[src/rtl/vga_rx_monitor.sv]
// vga_rx_monitor: recovers the VGA pixel grid from sync/RGB pins, checks timing and blanking, reports per-frame stats
// Ports: clk_i, rst_i (sync, active high); hsync_i, vsync_i, red_i, green_i, blue_i from the VGA source;
//   locked_o, pixel_valid_o, position_x_o, position_y_o, frame_done_o, frame_sum_o, match_count_o,
//   frame_count_o, error_o, error_count_o, blank_err_o. Per-sample outputs trail the pins by 2 clocks.
// Option: define VGA_RX_MATCH_EN to build the MATCH_COLOR counter; otherwise match_count_o is tied to 0.
module vga_rx_monitor #(
  parameter int H_VISIBLE = 640,
  parameter int H_TOTAL = 800,
  parameter int H_BACK_START = 144,
  parameter int V_VISIBLE = 480,
  parameter int V_TOTAL = 525,
  parameter int V_BACK_START = 35,
  parameter bit SYNC_ACTIVE_LOW = 1'b1,
  parameter logic [11:0] MATCH_COLOR = 12'h070
) (
  input  logic        clk_i,
  input  logic        rst_i,
  input  logic        hsync_i,
  input  logic        vsync_i,
  input  logic [3:0]  red_i,
  input  logic [3:0]  green_i,
  input  logic [3:0]  blue_i,
  output logic        locked_o,
  output logic        pixel_valid_o,
  output logic [9:0]  position_x_o,
  output logic [9:0]  position_y_o,
  output logic        frame_done_o,
  output logic [31:0] frame_sum_o,
  output logic [18:0] match_count_o,
  output logic [15:0] frame_count_o,
  output logic        error_o,
  output logic [7:0]  error_count_o,
  output logic        blank_err_o
);
  localparam logic [9:0] HB = 10'(H_BACK_START);
  localparam logic [9:0] HE = 10'(H_BACK_START + H_VISIBLE);
  localparam logic [9:0] VB = 10'(V_BACK_START);
  localparam logic [9:0] VE = 10'(V_BACK_START + V_VISIBLE);
  localparam logic [9:0] HL = 10'(H_TOTAL - 1);
  localparam logic [9:0] VL = 10'(V_TOTAL - 1);
  typedef enum logic [1:0] {SEARCH, ALIGN, LOCKED} state_t;
  state_t state, state_nx;
  logic hs1, vs1, hs_d, vs_h;
  logic [11:0] rgb1;
  logic [9:0] hpos_q, vpos_q, hpos, vpos;
  logic h_edge, f_edge, line_ok, frame_ok, vis, lk, fail, done;
  logic [31:0] acc;
  // vs_h holds vsync as seen at the previous h_edge, so a frame starts only on its first sync line
  always_comb begin
    h_edge = hs1 & ~hs_d;
    f_edge = h_edge & vs1 & ~vs_h;
    hpos = h_edge ? '0 : (&hpos_q ? hpos_q : hpos_q + 10'd1);
    vpos = f_edge ? '0 : (h_edge && !(&vpos_q)) ? vpos_q + 10'd1 : vpos_q;
    line_ok = hpos_q == HL;
    frame_ok = vpos_q == VL;
    vis = hpos >= HB && hpos < HE && vpos >= VB && vpos < VE;
  end
  always_ff @(posedge clk_i) begin
    if (rst_i) state <= SEARCH;
    else state <= state_nx;
  end
  always_comb begin
    state_nx = state == SEARCH ? (f_edge ? ALIGN : SEARCH)
             : state == ALIGN ? (h_edge && !line_ok ? SEARCH : (f_edge && frame_ok) ? LOCKED : ALIGN)
             : fail ? SEARCH : LOCKED;
  end
  // a failed check on a frame-end edge suppresses that frame's done pulse
  always_comb begin
    lk = state == LOCKED;
    fail = h_edge & (~line_ok | (f_edge & ~frame_ok));
    done = lk & f_edge & ~fail;
    locked_o = lk;
  end
  always_ff @(posedge clk_i) begin
    if (rst_i) begin
      hs1 <= 1'b0;
      vs1 <= 1'b0;
      hs_d <= 1'b0;
      vs_h <= 1'b0;
      rgb1 <= '0;
      hpos_q <= '0;
      vpos_q <= '0;
      acc <= '0;
      pixel_valid_o <= 1'b0;
      position_x_o <= '0;
      position_y_o <= '0;
      frame_done_o <= 1'b0;
      frame_sum_o <= '0;
      frame_count_o <= '0;
      error_o <= 1'b0;
      error_count_o <= '0;
      blank_err_o <= 1'b0;
    end else begin
      hs1 <= hsync_i ^ SYNC_ACTIVE_LOW;
      vs1 <= vsync_i ^ SYNC_ACTIVE_LOW;
      rgb1 <= {red_i, green_i, blue_i};
      hs_d <= hs1;
      vs_h <= h_edge ? vs1 : vs_h;
      hpos_q <= hpos;
      vpos_q <= vpos;
      acc <= f_edge ? '0 : (lk && vis) ? acc + 32'(rgb1) : acc;
      pixel_valid_o <= lk & vis;
      position_x_o <= (lk && vis) ? hpos - HB : '0;
      position_y_o <= (lk && vis) ? vpos - VB : '0;
      frame_done_o <= done;
      frame_sum_o <= done ? acc : frame_sum_o;
      frame_count_o <= done ? frame_count_o + 16'd1 : frame_count_o;
      error_o <= lk & fail;
      error_count_o <= (lk && fail && !(&error_count_o)) ? error_count_o + 8'd1 : error_count_o;
      blank_err_o <= blank_err_o | (lk & ~vis & (|rgb1));
    end
  end
`ifdef VGA_RX_MATCH_EN
  logic [18:0] mcnt;
  always_ff @(posedge clk_i) begin
    if (rst_i) begin
      mcnt <= '0;
      match_count_o <= '0;
    end else begin
      mcnt <= f_edge ? '0 : (lk && vis && rgb1 == MATCH_COLOR) ? mcnt + 19'd1 : mcnt;
      match_count_o <= done ? mcnt : match_count_o;
    end
  end
`else
  logic unused_match;
  assign unused_match = ^MATCH_COLOR;
  assign match_count_o = '0;
`endif
endmodule
[config.mk]
export PLATFORM = sky130hd
export DESIGN_NAME = vga_rx_monitor
export DESIGN_NICKNAME = d
export VERILOG_FILES = /design/src/rtl/vga_rx_monitor.sv
export SDC_FILE = /design/constraint.sdc
export NUM_CORES = 1
export LEC_CHECK = 0
export BUFFER_PORTS_ARGS = -buffer_cell sky130_fd_sc_hd__clkbuf_2
export CAP_MARGIN = 20
export CORE_UTILIZATION = 31
export DETAILED_ROUTE_END_ITERATION = 10
export PLACE_DENSITY = 0.47
export SLEW_MARGIN = 20
export SYNTH_ARGS = -nofsm -noshare
export SYNTH_HDL_FRONTEND = slang
export SYNTH_SLANG_ARGS = --single-unit
[constraint.sdc]
create_clock -name clk_i -period 4 [get_ports clk_i]
set_input_delay 0 -clock clk_i [delete_from_list [all_inputs] [get_ports clk_i]]
set_output_delay 0 -clock clk_i [all_outputs]
set_load 0.01 [all_outputs]
# [Word level (Yosys, flattened, before mapping)]
# Index checks and enable logic that the tools add are counted.
[word_totals] word_cells=84 in_bits=16 output_inout_bits=100 register_bits=150
[op_classes] n_reduce_logical=19 n_mux=10 magnitude_cmp=4 n_bitwise=22 n_eq_ne=4 add_sub_neg=7
[op_table] cell="two-way mux 10 bit" count=4
[op_table] cell="adder 32 x 12 -> 32 bit" count=1
[op_table] cell="adder 10 x 1 -> 10 bit, second input constant" count=2
[op_table] cell="== test 10 bit, second input constant" count=2
[op_table] cell="less-than comparator 10 bit, second input constant" count=2
[op_table] cell="AND reduction 10 bit" count=2
[op_table] cell="adder 16 x 1 -> 16 bit, second input constant" count=1
[op_table] cell="OR reduction 12 bit" count=1
[op_table] cell="AND 1 bit" count=11
[op_table] cell="greater-or-equal comparator 10 x 6 -> 1 bit, second input constant" count=1
[op_table] cell="greater-or-equal comparator 10 x 8 -> 1 bit, second input constant" count=1
[op_table] cell="two-way mux 2 bit" count=5
[op_table] cell="subtractor 10 x 6 -> 10 bit, second input constant" count=1
[op_table] cell="subtractor 10 x 8 -> 10 bit, second input constant" count=1
[op_table] cell="logical AND 1 bit" count=9
[op_table] cell="inverter 1 bit" count=9
[op_table] cell="adder 8 x 1 -> 8 bit, second input constant" count=1
[op_table] cell="AND reduction 8 bit" count=1
[op_table] cell="OR reduction 2 bit" count=2
[op_table] cell="logical NOT 1 bit" count=3
[op_table] cell="== test 2 x 1 -> 1 bit, second input constant" count=1
[op_table] cell="== test 2 bit, second input constant" count=1
[op_table] cell="logical NOT 2 bit" count=1
[op_table] cell="bitwise OR 1 bit" count=2
[op_table] cell="two-way mux 1 bit" count=1

# [Depth between registers and ports, before layout]
[logic_depth] ltp_word=12 ltp_mapped=17 mapped_depth_nobuf=15

# [Worst setup path after synthesis]
# Ideal clock, no wire load.
[synth_timing] path_type="register to register" startpoint="reg hpos_q[0]" endpoint="reg acc[26]" arrival_ns=3.181 path_slack_ns=0.700 period_less_slack_ns=3.300 required_ns=3.881 n_path_buf=0 setup_ns=0.119 stages_incl_launch_ff=14 path_cell_list="dfxtp_1 > ha_1 > nand2_1 > o311ai_0 > xor2_1 > or2_2 > ha_1 > inv_1 > a31oi_1 > a2111oi_0 > a31oi_1 > nor4b_1 > nand3_1 > mux2i_1"
[synth_between] elab_chain_cells=8 elab_cells_between_ends=10 classes_between="1 x add/sub; 2 x order compare; 2 x mux; 5 x reduce/logical"
[synth_lines] element="start, declared" line_no="45" text="logic [9:0] hpos_q, vpos_q, hpos, vpos;"
[synth_lines] element="start signal, assigned" line_no="99" text="hpos_q <= hpos;"
[synth_lines] element="adder 10 x 1 -> 10 bit / AND reduction 10 bit (equally long branches)" line_no="52" text="hpos = h_edge ? '0 : (&hpos_q ? hpos_q : hpos_q + 10'd1);"
[synth_lines] element="two-way mux 10 bit (*) (2 in series)" line_no="52"
[synth_lines] element="greater-or-equal comparator 10 x 8 -> 1 bit / less-than comparator 10 bit (equally long branches)" line_no="56" text="vis = hpos >= HB && hpos < HE && vpos >= VB && vpos < VE;"
[synth_lines] element="logical AND 1 bit (*) (3 in series)" line_no="56"
[synth_lines] element="logical AND 1 bit (*)" line_no="101" text="acc <= f_edge ? '0 : (lk && vis) ? acc + 32'(rgb1) : acc;"
[synth_lines] element="end signal, assigned" line_no="101"
[synth_lines] element="end, declared" line_no="47" text="logic [31:0] acc;"
# Mark *: on every way between the ends. The rest lies on a longest branch, timed or not.
# A chain may end at the register's enable or synchronous reset.

# [Final worst setup path]
[layout_timing] startpoint="reg hpos_q[7]" endpoint="reg acc[25]"
# Same word-level chain as after synthesis.

==> impl_metrics.yaml <==
status:
  status: "finished with violations"
  violations: "design-rule violations"
floorplanning:
  start_util_pct: 31.96
  row_count: 54
  die_area_um2: 23310
  coreArea_um2: 22030
  die_w_um: 152.7
  io_pins: 116
  die_y_um: 152.7
pwr:
  ir_drop_mv: 0.2730
  p_leak_nw: 3.437
  p_per_area_nw_per_um2: 371.6
worst_setup_path:
  critical_path.top_delay_family: "compound AO/OA/AOI/OAI gates"
  crit_path_max_incr_delay_ps: 530
  cp_slowest_cell: "or4_1"
  worstSetupPathDepth: 13
  worst-path-buf-inv: 2
  crit_fanout: 23
  cp_common_cell: "a31oi_1"
  critPathLaunchType: "register"
  end_kind: "register"
  required_ps: 4310
  path_cells: "nand3_1 -> o311ai_0 -> xor2_1 -> or2_2 -> ha_1 -> inv_1 -> a31oi_1 -> a2111oi_0 -> a31oi_1 -> nand3b_1 -> buf_4 -> or4_1 -> mux2i_1"
  worstSetupPathType: "reg2reg"
  crit_arrival_ps: 3990
  r2r_cells: 13
clocking:
  path_clk_slew_ps: 60
  cts-root-buf: "clkbuf_16"
  cts_buffer_depth: 2
  cts.sinks: 150
  cts_tree: "done"
  cts_buffers: 17
  clk_latency_ps: 420
  htreeDepth: 4
synthesis:
  ys_seq_elements: 150
  yosys_warnings: 0
  syn_avg_cell_area_um2: 8.330
  postSynthCellCount: 845
  yosysSeqAreaShare_pct: 42.66
  ys.flop_type: "dfxtp_1"
  synth_area_um2: 7039
  synth.distinct_cells: 64
  synth_edf_count: 0
  async_flop_share_pct: 0
sta:
  fin_worst_skew_ps: 7.284
  layout_min_cycle_time_ps: 3682
  setup-violations-final: 0
  slew_headroom_pct: 34.81
  finalMaxSlewViolations: 0
  tns_ps: 0
  fin_crit_sh_pct: 92.05
  grt_setup_unrepaired: "false"
  max_freq_ghz: 0.2716
  tightest_slew_ps: 977.9
  hold_violations: 0
grt:
  grt_pass1_wl_mm: 30.86
  grt_usage_pct: 16.27
  antenna_found_initial: 0
  globalRouteOverflowTotal: 0
  grt_pass1_vias: 5936
  grt_start_max_net_pins: 93
route:
  wl_mm: 18.22
  drc: 2
  firstDrtPassIters: 9
  dr.first_iter.drc_count: 329
  vias_per_cell: 4.948
  routed-via-count: 6150
  wl_per_cell_um: 14.66
  ant_nets: 0
worst_hold_path:
  hold_path_depth: 3
  hp-class: "in2reg"
finish:
  utilization_pct: 38.57
  drive_above_1_share_pct: 16.20
  area_growth_pct: 20.67
  nets: 987
  diodes: 0
placed_design:
  hpwl_mm: 12.47
  place.gp.congestion: 0.8106
  port_buffers: 96
flow_run:
  cap_violations: 0
## worst min-delay path: cells and delay by family
family        cells  cell delay (ps)
buf+inv           2              610
simple gates      1              100
## final cells by class
type	instances	area (um2)
timing repair buffer	129	785.8
tap	280	350.3
clock inverter	13	108.9
sequential	150	3003
clock buffer	19	442.9
multi-input combinational	635	3740
inverter	17	63.81
fill	2346	13530
## state kept, by name, indices dropped and copies added, names as in the netlist
signal and flops:
blank_err_o 1, error_count_o 8, rgb1 12, hs1 1, vs1 1, position_y_o 10, frame_done_o 1, frame_sum_o 32
position_x_o 10, vpos_q 10, acc 32, frame_count_o 16, hpos_q 10, vs_h 1, state 2, pixel_valid_o 1
error_o 1, hs_d 1
## cell usage in the layout, fill, tap and decap left out, types with 3 or more instances in the layout
master,synthesis,final
nand4_1,24,24
ha_1,20,20
nand3_1,30,30
o21a_1,4,4
clkinvlp_4,0,6
buf_4,19,16
o2111ai_1,3,3
dlygate4sd3_1,0,17
o211ai_1,5,5
o21ai_0,26,26
dfxtp_1,150,150
or2_2,4,4
inv_1,17,17
nor2_1,84,84
nand3b_1,3,3
and3_1,13,13
and4_1,4,4
clkbuf_2,0,95
clkbuf_16,0,17
or4_1,7,7
a31oi_1,12,12
mux2i_1,19,19
nand2_1,117,117
nand2b_1,12,12
conb_1,1,19
xor2_1,18,18
nor4_1,6,6
or3_1,26,26
and2_1,11,11
clkinv_2,0,5
a211o_1,4,4
a21oi_1,68,68
nor2b_1,16,16
nor3_1,20,19
xnor2_1,20,20
a41oi_1,3,3
## through the flow
stage          setup WS (ps)  instance area [um2]  power [W]  instances  hold slack, ps
2_1_floorplan          700.0                 7107   0.001643        863           66.69
3_3_place_gp           456.6                 7772   0.001668       1194           156.5
3_5_place_dp           376.2                 7772   0.001667       1194           158.0
4_1_cts                347.3                 8494   0.003207       1243           312.9
5_1_grt                7.714                 8494   0.003293       1243           344.6
6_report               317.8                 8494   0.003157       1243           331.1
## where the power goes
group	internal, W	leakage [nW]	switching, W
Clock	0.000865	0.257	0.000646
Combinational	0.0000516	1.97	0.0000779
Sequential	0.00151	1.21	0.0000105
Total	0.00242	3.44	0.000734
## per-layer routing
layer  part of all wire, %  track usage, %  vias to the layer above  routed length [um]
li1                      -               -                     3136                   -
met3                   3.1           2.617                       19                 560
met1                    50           21.86                     2894                9099
met2                    46           26.41                      101                8345
met5                     0               0                        -                   0
met4                   1.2           5.532                        0                 214
## logic make-up after synthesis
family,share of synthesized area (%)
compound gates,13.24
xor+xnor,4.728
fa+ha+maj,3.839
buf+inv,5.350
flops,42.66
mux,2.862
other cells,0.05327
simple gates,27.27
## cells in the mapped netlist, drive strengths merged (11+ instances only)
master	n	area share, %
a21oi	68	4.8
a31oi	12	1.1
and2	11	0.98
and3	13	1.2
buf	26	2.6
clkbuf	35	1.9
dfxtp	150	43
ha	20	3.6
inv	17	0.91
mux2i	19	2.7
nand2	117	6.2
nand2b	12	1.1
nand3	30	2.1
nand4	24	2.1
nor2	84	4.5
nor2b	16	1.4
nor3	20	1.4
o21ai	26	1.8
or3	27	2.5
xnor2	20	2.5
xor2	18	2.2
## repair_timing
action,in CTS,in global routing
hold buffers,17,0
buffers inserted,0,0
gates resized for setup,0,0
hold endpoints to repair,29,0
## worst paths after layout
check	start	end	slack, ps
setup / recovery	hpos_q[7]$_SDFF_PP0_	acc[25]$_SDFFE_PP0P_	320
hold / removal	green_i[0]	rgb1[4]$_SDFF_PP0_	330
setup reg to reg	hpos_q[7]$_SDFF_PP0_	acc[25]$_SDFFE_PP0P_	320
hold reg to reg	frame_sum_o[21]$_SDFFE_PP0P_	frame_sum_o[21]$_SDFFE_PP0P_	450
No activity file was read; power rests on OpenSTA's default activity.
